--- src/rtl/ddr_arb_pkg.sv ---
// Shared widths and the downstream arw payload type for the two-port DDR AXI arbiter.
package ddr_arb_pkg;

   localparam int ADDR_W = 32;
   localparam int DATA_W = 128;
   localparam int STRB_W = 16;
   localparam int UID_W  = 7;
   localparam int DID_W  = 8;
   localparam int LEN_W  = 8;

   typedef struct packed {
      logic [ADDR_W-1:0] addr;
      logic [1:0]        burst;
      logic [DID_W-1:0]  id;
      logic [LEN_W-1:0]  len;
      logic [1:0]        lock;
      logic [2:0]        size;
      logic              write;
   } arwPayload_t;

   // Downstream ID carries the source port in its MSB so responses can be routed back.
   function automatic logic [DID_W-1:0] makeDownId(input logic port, input logic [UID_W-1:0] uid);
      return {port, uid};
   endfunction

endpackage

--- src/rtl/ddr_arb_wfifo.sv ---
// Write-order FIFO: holds {port, id} of accepted write bursts until their last W beat.
module ddr_arb_wfifo
   import ddr_arb_pkg::*;
#(
   parameter int DEPTH = 4
) (
   input  logic             clk,
   input  logic             rstn,
   input  logic             push,
   input  logic [DID_W-1:0] pushData,
   input  logic             pop,
   output logic [DID_W-1:0] headData,
   output logic             full,
   output logic             empty
);

   localparam int AW = $clog2(DEPTH);

   logic [DID_W-1:0] mem [DEPTH];
   logic [AW:0]      wrPtrReg;
   logic [AW:0]      rdPtrReg;
   logic             doPush;
   logic             doPop;

   assign doPush = push && !full;
   assign doPop  = pop && !empty;

   always_ff @(posedge clk) begin
      if (!rstn) begin
         wrPtrReg <= '0;
         rdPtrReg <= '0;
      end else begin
         if (doPush) wrPtrReg <= wrPtrReg + (AW+1)'(1);
         if (doPop)  rdPtrReg <= rdPtrReg + (AW+1)'(1);
      end
   end

   always_ff @(posedge clk) begin
      if (doPush) mem[wrPtrReg[AW-1:0]] <= pushData;
   end

   // Head is read combinationally so W forwarding adds no latency.
   assign headData = mem[rdPtrReg[AW-1:0]];
   assign empty    = (wrPtrReg == rdPtrReg);
   assign full     = (wrPtrReg[AW] != rdPtrReg[AW]) && (wrPtrReg[AW-1:0] == rdPtrReg[AW-1:0]);

endmodule

--- src/rtl/ddr_axi_arbiter2.sv ---
// Two-master arbiter onto one DDR AXI port (combined arw channel, ordered W, ID-routed R/B).
// Build option: define DDR_ARB_FIXED_PRIO_EN for fixed port-0 priority with port-1 starvation guard.
module ddr_axi_arbiter2
   import ddr_arb_pkg::*;
#(
   parameter int WFIFO_DEPTH  = 4,
   parameter int STARVE_LIMIT = 8
) (
   input  logic              io_memoryClk,
   input  logic              memoryClk_rstn,

   input  logic              s0_arw_valid,
   output logic              s0_arw_ready,
   input  logic [ADDR_W-1:0] s0_arw_payload_addr,
   input  logic [1:0]        s0_arw_payload_burst,
   input  logic [UID_W-1:0]  s0_arw_payload_id,
   input  logic [LEN_W-1:0]  s0_arw_payload_len,
   input  logic [1:0]        s0_arw_payload_lock,
   input  logic [2:0]        s0_arw_payload_size,
   input  logic              s0_arw_payload_write,
   input  logic              s0_w_valid,
   output logic              s0_w_ready,
   input  logic [DATA_W-1:0] s0_w_payload_data,
   input  logic [STRB_W-1:0] s0_w_payload_strb,
   input  logic              s0_w_payload_last,
   output logic              s0_b_valid,
   input  logic              s0_b_ready,
   output logic [UID_W-1:0]  s0_b_payload_id,
   output logic              s0_r_valid,
   input  logic              s0_r_ready,
   output logic [DATA_W-1:0] s0_r_payload_data,
   output logic [UID_W-1:0]  s0_r_payload_id,
   output logic              s0_r_payload_last,
   output logic [1:0]        s0_r_payload_resp,

   input  logic              s1_arw_valid,
   output logic              s1_arw_ready,
   input  logic [ADDR_W-1:0] s1_arw_payload_addr,
   input  logic [1:0]        s1_arw_payload_burst,
   input  logic [UID_W-1:0]  s1_arw_payload_id,
   input  logic [LEN_W-1:0]  s1_arw_payload_len,
   input  logic [1:0]        s1_arw_payload_lock,
   input  logic [2:0]        s1_arw_payload_size,
   input  logic              s1_arw_payload_write,
   input  logic              s1_w_valid,
   output logic              s1_w_ready,
   input  logic [DATA_W-1:0] s1_w_payload_data,
   input  logic [STRB_W-1:0] s1_w_payload_strb,
   input  logic              s1_w_payload_last,
   output logic              s1_b_valid,
   input  logic              s1_b_ready,
   output logic [UID_W-1:0]  s1_b_payload_id,
   output logic              s1_r_valid,
   input  logic              s1_r_ready,
   output logic [DATA_W-1:0] s1_r_payload_data,
   output logic [UID_W-1:0]  s1_r_payload_id,
   output logic              s1_r_payload_last,
   output logic [1:0]        s1_r_payload_resp,

   output logic              io_ddrA_arw_valid,
   input  logic              io_ddrA_arw_ready,
   output logic [ADDR_W-1:0] io_ddrA_arw_payload_addr,
   output logic [1:0]        io_ddrA_arw_payload_burst,
   output logic [DID_W-1:0]  io_ddrA_arw_payload_id,
   output logic [LEN_W-1:0]  io_ddrA_arw_payload_len,
   output logic [1:0]        io_ddrA_arw_payload_lock,
   output logic [2:0]        io_ddrA_arw_payload_size,
   output logic              io_ddrA_arw_payload_write,
   output logic              io_ddrA_w_valid,
   input  logic              io_ddrA_w_ready,
   output logic [DID_W-1:0]  io_ddrA_w_payload_id,
   output logic [DATA_W-1:0] io_ddrA_w_payload_data,
   output logic [STRB_W-1:0] io_ddrA_w_payload_strb,
   output logic              io_ddrA_w_payload_last,
   input  logic              io_ddrA_b_valid,
   output logic              io_ddrA_b_ready,
   input  logic [DID_W-1:0]  io_ddrA_b_payload_id,
   input  logic              io_ddrA_r_valid,
   output logic              io_ddrA_r_ready,
   input  logic [DATA_W-1:0] io_ddrA_r_payload_data,
   input  logic [DID_W-1:0]  io_ddrA_r_payload_id,
   input  logic              io_ddrA_r_payload_last,
   input  logic [1:0]        io_ddrA_r_payload_resp
);

   arwPayload_t sArwPayload [2];
   logic [1:0]  sArwValid;
   logic [1:0]  sArwReady;
   logic [1:0]  sWValid;
   logic [1:0]  sWReady;
   logic [1:0]  sRValid;
   logic [1:0]  sRReady;
   logic [1:0]  sBValid;
   logic [1:0]  sBReady;
   logic [1:0]  eligible;

   arwPayload_t arwReg;
   logic        arwValidReg;
   logic        lastGrantReg;
   logic        canLoad;
   logic        grantValid;
   logic        grantPort;
   arwPayload_t grantPayload;

   logic [DID_W-1:0] fifoHead;
   logic             fifoFull;
   logic             fifoEmpty;
   logic             fifoPush;
   logic             fifoPop;
   logic             headPort;

   assign sArwValid = {s1_arw_valid, s0_arw_valid};
   assign sWValid   = {s1_w_valid, s0_w_valid};
   assign sRReady   = {s1_r_ready, s0_r_ready};
   assign sBReady   = {s1_b_ready, s0_b_ready};

   assign sArwPayload[0] = '{addr: s0_arw_payload_addr, burst: s0_arw_payload_burst,
                             id: makeDownId(1'b0, s0_arw_payload_id), len: s0_arw_payload_len,
                             lock: s0_arw_payload_lock, size: s0_arw_payload_size,
                             write: s0_arw_payload_write};
   assign sArwPayload[1] = '{addr: s1_arw_payload_addr, burst: s1_arw_payload_burst,
                             id: makeDownId(1'b1, s1_arw_payload_id), len: s1_arw_payload_len,
                             lock: s1_arw_payload_lock, size: s1_arw_payload_size,
                             write: s1_arw_payload_write};

   // A write waits for W-order space; a read never does, so one port cannot stall the other.
   generate
      for (genvar gi = 0; gi < 2; gi++) begin : gPort
         assign eligible[gi]  = sArwValid[gi] && (!sArwPayload[gi].write || !fifoFull);
         assign sArwReady[gi] = grantValid && (grantPort == 1'(gi));
         assign sWReady[gi]   = !fifoEmpty && (headPort == 1'(gi)) && io_ddrA_w_ready;
         assign sRValid[gi]   = io_ddrA_r_valid && (io_ddrA_r_payload_id[DID_W-1] == 1'(gi));
         assign sBValid[gi]   = io_ddrA_b_valid && (io_ddrA_b_payload_id[DID_W-1] == 1'(gi));
      end
   endgenerate

   assign canLoad = !arwValidReg || io_ddrA_arw_ready;

`ifdef DDR_ARB_FIXED_PRIO_EN
   localparam int CNT_W = $clog2(STARVE_LIMIT + 1);
   logic [CNT_W-1:0] starveCntReg;
   logic             starveHit;

   assign starveHit = (starveCntReg >= CNT_W'(STARVE_LIMIT));

   always_comb begin
      grantValid = canLoad && (|eligible);
      grantPort  = 1'b0;
      if (eligible[1] && (!eligible[0] || starveHit)) grantPort = 1'b1;
   end

   always_ff @(posedge io_memoryClk) begin
      if (!memoryClk_rstn) begin
         starveCntReg <= '0;
      end else if (grantValid && grantPort) begin
         starveCntReg <= '0;
      end else if (grantValid && eligible[1] && !starveHit) begin
         starveCntReg <= starveCntReg + CNT_W'(1);
      end
   end
`else
   // lastGrantReg=1 after reset so port 0 is preferred first.
   always_comb begin
      grantValid = canLoad && (|eligible);
      grantPort  = 1'b0;
      if (eligible[1] && (!eligible[0] || !lastGrantReg)) grantPort = 1'b1;
   end
`endif

   assign grantPayload = sArwPayload[grantPort];

   always_ff @(posedge io_memoryClk) begin
      if (!memoryClk_rstn) begin
         arwValidReg  <= 1'b0;
         arwReg       <= '0;
         lastGrantReg <= 1'b1;
      end else if (grantValid) begin
         arwValidReg  <= 1'b1;
         arwReg       <= grantPayload;
         lastGrantReg <= grantPort;
      end else if (io_ddrA_arw_ready) begin
         arwValidReg  <= 1'b0;
      end
   end

   assign fifoPush = grantValid && grantPayload.write;
   assign fifoPop  = io_ddrA_w_valid && io_ddrA_w_ready && io_ddrA_w_payload_last;

   ddr_arb_wfifo #(
      .DEPTH(WFIFO_DEPTH)
   ) uWfifo (
      .clk      (io_memoryClk),
      .rstn     (memoryClk_rstn),
      .push     (fifoPush),
      .pushData (grantPayload.id),
      .pop      (fifoPop),
      .headData (fifoHead),
      .full     (fifoFull),
      .empty    (fifoEmpty)
   );

   assign headPort = !fifoEmpty && fifoHead[DID_W-1];

   assign io_ddrA_arw_valid         = arwValidReg;
   assign io_ddrA_arw_payload_addr  = arwReg.addr;
   assign io_ddrA_arw_payload_burst = arwReg.burst;
   assign io_ddrA_arw_payload_id    = arwReg.id;
   assign io_ddrA_arw_payload_len   = arwReg.len;
   assign io_ddrA_arw_payload_lock  = arwReg.lock;
   assign io_ddrA_arw_payload_size  = arwReg.size;
   assign io_ddrA_arw_payload_write = arwReg.write;

   assign io_ddrA_w_valid        = !fifoEmpty && sWValid[headPort];
   assign io_ddrA_w_payload_id   = fifoEmpty ? '0 : fifoHead;
   assign io_ddrA_w_payload_data = headPort ? s1_w_payload_data : s0_w_payload_data;
   assign io_ddrA_w_payload_strb = headPort ? s1_w_payload_strb : s0_w_payload_strb;
   assign io_ddrA_w_payload_last = headPort ? s1_w_payload_last : s0_w_payload_last;

   assign s0_arw_ready = sArwReady[0];
   assign s1_arw_ready = sArwReady[1];
   assign s0_w_ready   = sWReady[0];
   assign s1_w_ready   = sWReady[1];

   assign io_ddrA_r_ready = sRReady[io_ddrA_r_payload_id[DID_W-1]];
   assign io_ddrA_b_ready = sBReady[io_ddrA_b_payload_id[DID_W-1]];

   assign s0_r_valid        = sRValid[0];
   assign s1_r_valid        = sRValid[1];
   assign s0_r_payload_data = io_ddrA_r_payload_data;
   assign s1_r_payload_data = io_ddrA_r_payload_data;
   assign s0_r_payload_id   = io_ddrA_r_payload_id[UID_W-1:0];
   assign s1_r_payload_id   = io_ddrA_r_payload_id[UID_W-1:0];
   assign s0_r_payload_last = io_ddrA_r_payload_last;
   assign s1_r_payload_last = io_ddrA_r_payload_last;
   assign s0_r_payload_resp = io_ddrA_r_payload_resp;
   assign s1_r_payload_resp = io_ddrA_r_payload_resp;

   assign s0_b_valid      = sBValid[0];
   assign s1_b_valid      = sBValid[1];
   assign s0_b_payload_id = io_ddrA_b_payload_id[UID_W-1:0];
   assign s1_b_payload_id = io_ddrA_b_payload_id[UID_W-1:0];

endmodule

--- config.mk ---
export PLATFORM = sky130hd
export DESIGN_NAME = ddr_axi_arbiter2
export DESIGN_NICKNAME = d
export VERILOG_FILES = /design/src/rtl/ddr_arb_pkg.sv /design/src/rtl/ddr_arb_wfifo.sv /design/src/rtl/ddr_axi_arbiter2.sv
export SDC_FILE = /design/constraint.sdc
export NUM_CORES = 1
export LEC_CHECK = 0
export CORE_AREA = 2 2 420 422
export CTS_BUF_LIST = sky130_fd_sc_hd__clkbuf_4
export DETAILED_ROUTE_END_ITERATION = 7
export DIE_AREA = 0 0 422 424
export SYNTH_ARGS = -nofsm -noshare
export SYNTH_HDL_FRONTEND = slang
export SYNTH_SLANG_ARGS = --single-unit
export TNS_END_PERCENT = 1
--- constraint.sdc ---
create_clock -name io_memoryClk -period 2.8 [get_ports io_memoryClk]
set_input_delay 0.28 -clock io_memoryClk [delete_from_list [all_inputs] [get_ports io_memoryClk]]
set_output_delay 0.28 -clock io_memoryClk [all_outputs]
set_load 0.05 [all_outputs]
==> metrics.cfg, run 1 <==
[job]
drv_cap=0

[critical_path]
cpPeakStageDelay_ns=0.57
cp.required_ns=2.52
endpoint_kind=output pin
crit_slowest_cell=mux4_2
path_cells=mux4_2 -> o31ai_4 -> buf_12 -> buf_12 -> buf_16 -> nand2_1 -> nand2_1 -> buf_12
cp_common_cell=buf_12
crit_start=uWfifo.mem[3][7]
startpoint_type=register
critPathKind=register to output pin
cp_top_family=buffers and inverters
arrival_ns=2.79
reg2reg_from=uWfifo.wrPtrReg[1]
critPathBufInv=4
crit_fanout=18

[global_route]
antenna_found_initial=134
overflow=0
grt_pass1_vias=9401
grt_max_degree=51
grt_usage_pct=14.1
grt_pass1_wl_um=151000

[routing]
dr_total_vias=9608
dr_wl_met3_um=21500
m1WireLength_um=36100
drt_iter0_markers=469
wl_met2_um=68100
route.detailed.drc=0
ant_nets=0
routed_wl_um=131000
wire_per_inst_um=34.3
highest_layer=met5
viasPerCell=2.51
dr.pass1.iters=5

[power_and_ir_drop]
ir_drop_v=0.000194
leakage_nw=6.83
p_per_area_mw_per_mm2=437
p_total_mw=7.90

[floorplan]
core_mm2=0.175
die_h_um=424
fp-row-count=154
die-area_mm2=0.179
fp.dieW_um=422
io_pins=1072
start_util_pct=4.65

[sta]
tightest_slew_ns=0.782
fin_crit_ns=3.07
relSlewSlack_pct=47.7
max_freq_mhz=325
finalSetupViolCount=148
hold_slack_ns=0.125
drv_slew=0
period_share_pct=110
finalClockSkew_ns=0.0655
rsz0062_at_grt=yes
finalHoldViolCount=0
setup_ws_ns=-0.274

[min_path]
holdCritPathClass=input port to register
holdCritStartpoint=memoryClk_rstn

[cts]
cts_buffers=9
clock_latency_ns=0.69
htree_levels=3
clk_pin_slew_ns=0.26
clock-sinks=98
postCtsHoldBufs=0
clock_path_buffers=2
cts_root_buf=clkbuf_4
cts_tree=yes

[placed_design]
gp_congestion=0.862
portBuffers=636
hpwlAfterDp_um=120000

[synthesis]
synth_area_leaders=buf_4 27%, nand2_1 20%, dfxtp_1 16%
synthCells=1103
synth_nets=1669
yosys.area.top_type_share_pct=26.8
synth_ff_type=dfxtp_1
seq_area_frac_synth_pct=28.1
synth_edf_count=32
yosysTopAreaCell=buf_4
netlist_area_mm2=0.00813
syn_avg_cell_area_um2=7.37
yosysUniqueCellTypes=39
ys_warn_count=0
ys_ff_latch=98
async_reset_ff_share_pct=0

[cells_and_area]
nNetsFinal=2017
drive_above_1_share_pct=24.0
area_growth_pct=122

[status]
status=complete, but fails checks
violations=setup timing

## per-stage QoR
| step | util (%) | TNS [ns] | area (µm²) | setup WS [ns] | instances |
|---|---|---|---|---|---|
| after floorplan | - | 0 | 8130 | 0.155 | 1103 |
| after global placement | 9.71 | -0.517 | 17000 | -0.0916 | 3772 |
| after detailed placement | 9.71 | -0.438 | 17000 | -0.0924 | 3772 |
| after CTS | 10.3 | -58.39 | 17900 | -0.466 | 3796 |
| after global routing | 10.3 | -55.84 | 18100 | -0.456 | 3812 |
| final | 10.3 | -28.88 | 18100 | -0.274 | 3824 |
## kinds of logic after synthesis
group | Yosys count | synth area share, %
compound gates | 71 | 7.89
xor+xnor | 6 | 0.831
fa+ha+maj | 5 | 0.769
buf+inv | 360 | 30.4
flops | 98 | 28.1
mux | 25 | 4.34
simple gates | 538 | 27.8
## final timing paths
path	endpoint	slack, ns	depth (start not counted)
worst min-delay path	io_ddrA_arw_payload_write	0.12	3
worst max register to register	uWfifo.mem[0][3]	0.24	7
worst max-delay path	io_ddrA_w_payload_data[86]	-0.27	8
worst min register to register	io_ddrA_arw_payload_write	0.50	2
## worst register-to-register path, cell delays in order (launching register included)
cell	delay (ns)
dfxtp_2	0.41
buf_4	0.16
xnor2_1	0.25
a41oi_2	0.24
nor4_2	0.54
nor2_1	0.28
nor2b_1	0.18
buf_4	0.19
## routing by layer
| metal | vias up | track usage (%) |
|---|---|---|
| li1 | 4018 | - |
| met1 | 4258 | 11.1 |
| met2 | 1017 | 26.1 |
| met3 | 253 | 11.0 |
| met4 | 62 | 4.49 |
| met5 | - | 0.833 |
## synth_stat cells (all sizes together), types with 2 or more instances
cell type,n
nand2,443
o21ai,7
dfxtp,66
mux2i,15
nor2,8
mux2,2
and3,48
nor2b,17
a221o,47
nor4,2
edfxtp,32
xnor2,3
clkbuf,24
o21a,3
nand2b,4
xor2,3
mux4,8
inv,14
and2,3
buf,322
nand3,3
nor3,6
ha,5
a21oi,10
o41ai,2
## cells in the final DEF, fill, tap and decap left out, types with 7 or more instances in the layout
cell type and instances:
nand2_4 29, nand2_8 14, mux2i_1 14, buf_12 164
nand2_1 355, clkdlybuf4s50_1 474, buf_4 34, buf_16 7
nor2b_1 17, diode_2 28, dfxtp_1 59, a221o_1 47
mux4_2 8, edfxtp_1 32, a21oi_1 9, inv_1 12
clkbuf_4 9, and3_1 48, nand2_2 45, o21ai_0 7
## power by group
group / internal [mW] / switching (mW) / total [mW]
registers: 1.57 / 0.0555 / 1.63
clock network: 0.215 / 0.716 / 0.930
logic: 2.22 / 3.13 / 5.35
## state kept, by name, summed over array words and instances (netlist names), named ones only
| name | count |
|---|---|
| io_ddrA_arw_payload_addr | 32 |
| io_ddrA_arw_payload_burst | 2 |
| io_ddrA_arw_payload_id | 8 |
| io_ddrA_arw_payload_len | 8 |
| io_ddrA_arw_payload_lock | 2 |
| io_ddrA_arw_payload_size | 3 |
| io_ddrA_arw_payload_write | 1 |
| io_ddrA_arw_valid | 1 |
| lastGrantReg | 1 |
| uWfifo.mem | 32 |
| uWfifo.rdPtrReg | 3 |
| uWfifo.wrPtrReg | 3 |
## layout make-up
class	instances	area, µm²
inverters	14	67.6
clock inverters	7	81.3
repair buffers	683	8520
multi-input cells	645	4060
diodes	28	70.1
fillers	20300	157000
flip-flops and latches	98	2300
clock buffers	9	67.6
well taps	2340	2930
## repair_timing
action | CTS | global route
pin swaps | 2 | 6
cloned | 5 | 0
gates resized for setup | 165 | 19
buffers inserted | 3 | 0
endpoints found under the setup margin | 155 | 150
Note: power is estimated with default switching activity, not from simulation.
==> inputs of run 2 (changes only) <==
--- a/config.mk
+++ b/config.mk
@@ -9,6 +9,7 @@
 export CTS_BUF_LIST = sky130_fd_sc_hd__clkbuf_4
 export DETAILED_ROUTE_END_ITERATION = 7
 export DIE_AREA = 0 0 422 424
+export SKIP_LAST_GASP = 1
 export SYNTH_ARGS = -nofsm -noshare
 export SYNTH_HDL_FRONTEND = slang
 export SYNTH_SLANG_ARGS = --single-unit
==> run 2 against run 1 <==
  * The flow still finishes with violations (setup timing)
  * Sequential power about the same
  * Register-to-register slack worse by 0.13 ns
  * Die area unchanged
==> metrics.cfg, run 2 (synthesized netlist as in run 1, its figures left out) <==
[status]
status=complete, but fails checks  ; unchanged
violations=setup timing  ; unchanged

[sta]
finalClockSkew_ns=0.0683  ; was 0.0655 ns
max_freq_mhz=325  ; about the same
relSlewSlack_pct=47.7  ; about the same
drv_slew=0  ; unchanged
fin_crit_ns=3.08  ; was 3.07 ns
setup_ws_ns=-0.279  ; was -0.274 ns
tightest_slew_ns=0.782  ; about the same
finalHoldViolCount=0  ; unchanged
fin_setup_tns_ns=-31.42  ; was -28.88 ns
finalSetupViolCount=150  ; was 148
rsz0062_at_grt=yes  ; unchanged
period_share_pct=110  ; about the same
hold_slack_ns=0.130  ; was 0.125 ns

[placed_design]
portBuffers=636  ; unchanged
gp_congestion=0.862  ; unchanged
hpwlAfterDp_um=120000  ; unchanged
dpl.cell_count=3772  ; unchanged

[cells_and_area]
final_cell_mix=474 x clkdlybuf4s50_1, 383 x nand2_1, 163 x buf_12  ; was 474 x clkdlybuf4s50_1, 355 x nand2_1, 164 x buf_12
drive_above_1_share_pct=21.4  ; was 24.0%
fill_cells=20300  ; about the same
seq_area_mm2=0.00228  ; was 0.00230 mm²
finalNonFillerCells=3827  ; was 3824
final_common_cell=clkdlybuf4s50_1  ; unchanged
multi_input_area_mm2=0.00377  ; was 0.00406 mm²
area_growth_pct=119  ; was 122%
nNetsFinal=2017  ; unchanged

[floorplan]
fp-row-count=154  ; unchanged
fp.dieW_um=422  ; unchanged
io_pins=1072  ; unchanged
die-area_mm2=0.179  ; unchanged
start_util_pct=4.65  ; unchanged
core_mm2=0.175  ; unchanged
die_h_um=424  ; unchanged

[critical_path]
ff2ff_path_depth=7  ; unchanged
endpoint=io_ddrA_w_payload_data[86]  ; unchanged
cpPeakStageDelay_ns=0.57  ; about the same
crit_fanout=18  ; unchanged
critPathBufInv=4  ; unchanged
cp_top_family=buffers and inverters  ; unchanged
arrival_ns=2.80  ; was 2.79 ns
crit_cells=8  ; unchanged
reg2reg_from=uWfifo.wrPtrReg[1]  ; unchanged
path_cells=mux4_2 -> o31ai_4 -> buf_12 -> buf_12 -> buf_16 -> nand2_1 -> nand2_1 -> buf_12  ; unchanged
cp_common_cell=buf_12  ; unchanged
cp.required_ns=2.52  ; about the same
crit_slowest_cell=mux4_2  ; unchanged
worstReg2RegEnd=uWfifo.mem[0][3]  ; unchanged
endpoint_kind=output pin  ; unchanged
rrSetupSlack_ns=0.11  ; was 0.24 ns
crit_start=uWfifo.mem[3][7]  ; unchanged
startpoint_type=register  ; unchanged
critPathKind=register to output pin  ; unchanged

[routing]
route.detailed.drc=0  ; unchanged
dr.pass1.iters=5  ; unchanged
routed_wl_um=131000  ; about the same
drt_iter0_markers=466  ; was 469
wire_per_inst_um=34.2  ; was 34.3 µm
dr_total_vias=9547  ; was 9608
viasPerCell=2.49  ; was 2.51
ant_nets=0  ; unchanged

[global_route]
overflow=0  ; unchanged
grt_pass1_vias=9357  ; was 9401
antenna_found_initial=136  ; was 134
grt_max_degree=51  ; unchanged
grt_usage_pct=14.1  ; about the same
grt_pass1_wl_um=151000  ; about the same

[power_and_ir_drop]
p_total_mw=7.82  ; was 7.90 mW
p_per_area_mw_per_mm2=440  ; was 437 mW/mm²
leakage_nw=6.73  ; was 6.83 nW
ir_drop_v=0.000197  ; was 0.000194 V

[cts]
htree_levels=3  ; unchanged
clock_path_buffers=2  ; unchanged
cts_root_buf=clkbuf_4  ; unchanged
cts_tree=yes  ; unchanged
clock_latency_ns=0.70  ; was 0.69 ns
postCtsHoldBufs=0  ; unchanged
cts_buffers=9  ; unchanged
clk_pin_slew_ns=0.26  ; about the same
clock-sinks=98  ; unchanged

[min_path]
holdCritPathClass=input port to register  ; unchanged

[job]
drv_cap=0  ; unchanged

==> run 2: cell types whose count changed in the layout (fill, tap and decap cells not counted), moves of 2 or more <==
cell / delta
nand2_8: -5
dfxtp_1: +6
nand2_4: -21
dfxtp_4: -2
nand2_1: +28
dfxtp_2: -4
nand2_2: -2
nor2_1: +2
diode_2: +3
==> run 2: area by class of cell <==
type	count	share of cell area, %
well taps	2340	16.5
multi-input cells	645	21.2
inverters	14	0.366
flip-flops and latches	98	12.8
repair buffers	683	47.9
diodes	31	0.436
clock inverters	7	0.458
clock buffers	9	0.380
==> run 2: worst min path at each step <==
stage / startpoint / end / cells after the start
after global routing: memoryClk_rstn / io_ddrA_arw_payload_write / 3
after floorplan: s0_arw_payload_addr[0] / io_ddrA_arw_payload_addr[0] / 1
after CTS: memoryClk_rstn / io_ddrA_arw_payload_write / 3
after detailed placement: io_ddrA_arw_payload_addr[2] / io_ddrA_arw_payload_addr[2] / 1
final: memoryClk_rstn / io_ddrA_arw_payload_write / 3
after global placement: io_ddrA_arw_payload_write / io_ddrA_arw_payload_write / 2
==> run 2: power breakdown <==
| part | internal [mW] | switching, mW | leakage, nW |
|---|---|---|---|
| clock network | 0.215 | 0.722 | 0.0803 |
| logic | 2.18 | 3.08 | 5.82 |
| registers | 1.57 | 0.0551 | 0.837 |
| total | 3.96 | 3.86 | 6.73 |
==> run 2: worst reg2reg max path, delay by kind of cell, from the launching register on <==
kind | cells | cell delay, ns
xor gates and xnor gates | 1 | 0.16
AOI/OAI and AO/OA | 1 | 0.30
buffers and inverters | 2 | 0.38
DFF | 1 | 0.50
and+or+nand+nor | 3 | 1.03
==> run 2: metrics by stage <==
stage	cell area [µm²]	worst slack [ns]	utilization, %
2_1_floorplan	8130	0.155	-
3_5_place_dp	17000	-0.0924	9.71
3_3_place_gp	17000	-0.0916	9.71
4_1_cts	17700	-0.471	10.1
6_report	17800	-0.279	10.2
5_1_grt	17700	-0.456	10.1
==> run 2: routing by layer <==
metal / vias to the layer above / track usage [%] / routed length, µm / part of all wire (%)
li1: 4024 / - / - / -
met1: 4222 / 11.1 / 36100 / 28
met2: 968 / 26.1 / 67800 / 52
met3: 261 / 11.0 / 21500 / 16
met4: 72 / 4.45 / 4870 / 3.7
met5: - / 0.833 / 595 / 0.45
==> run 2: repair_timing <==
| action | in CTS | in global routing |
|---|---|---|
| cloned | 5 | 0 |
| endpoints found under the hold margin | 0 | 0 |
| buffers inserted | 3 | 0 |
| resized for setup | 103 | 1 |
| pin swaps | 1 | 0 |
| setup endpoints to repair | 155 | 178 |
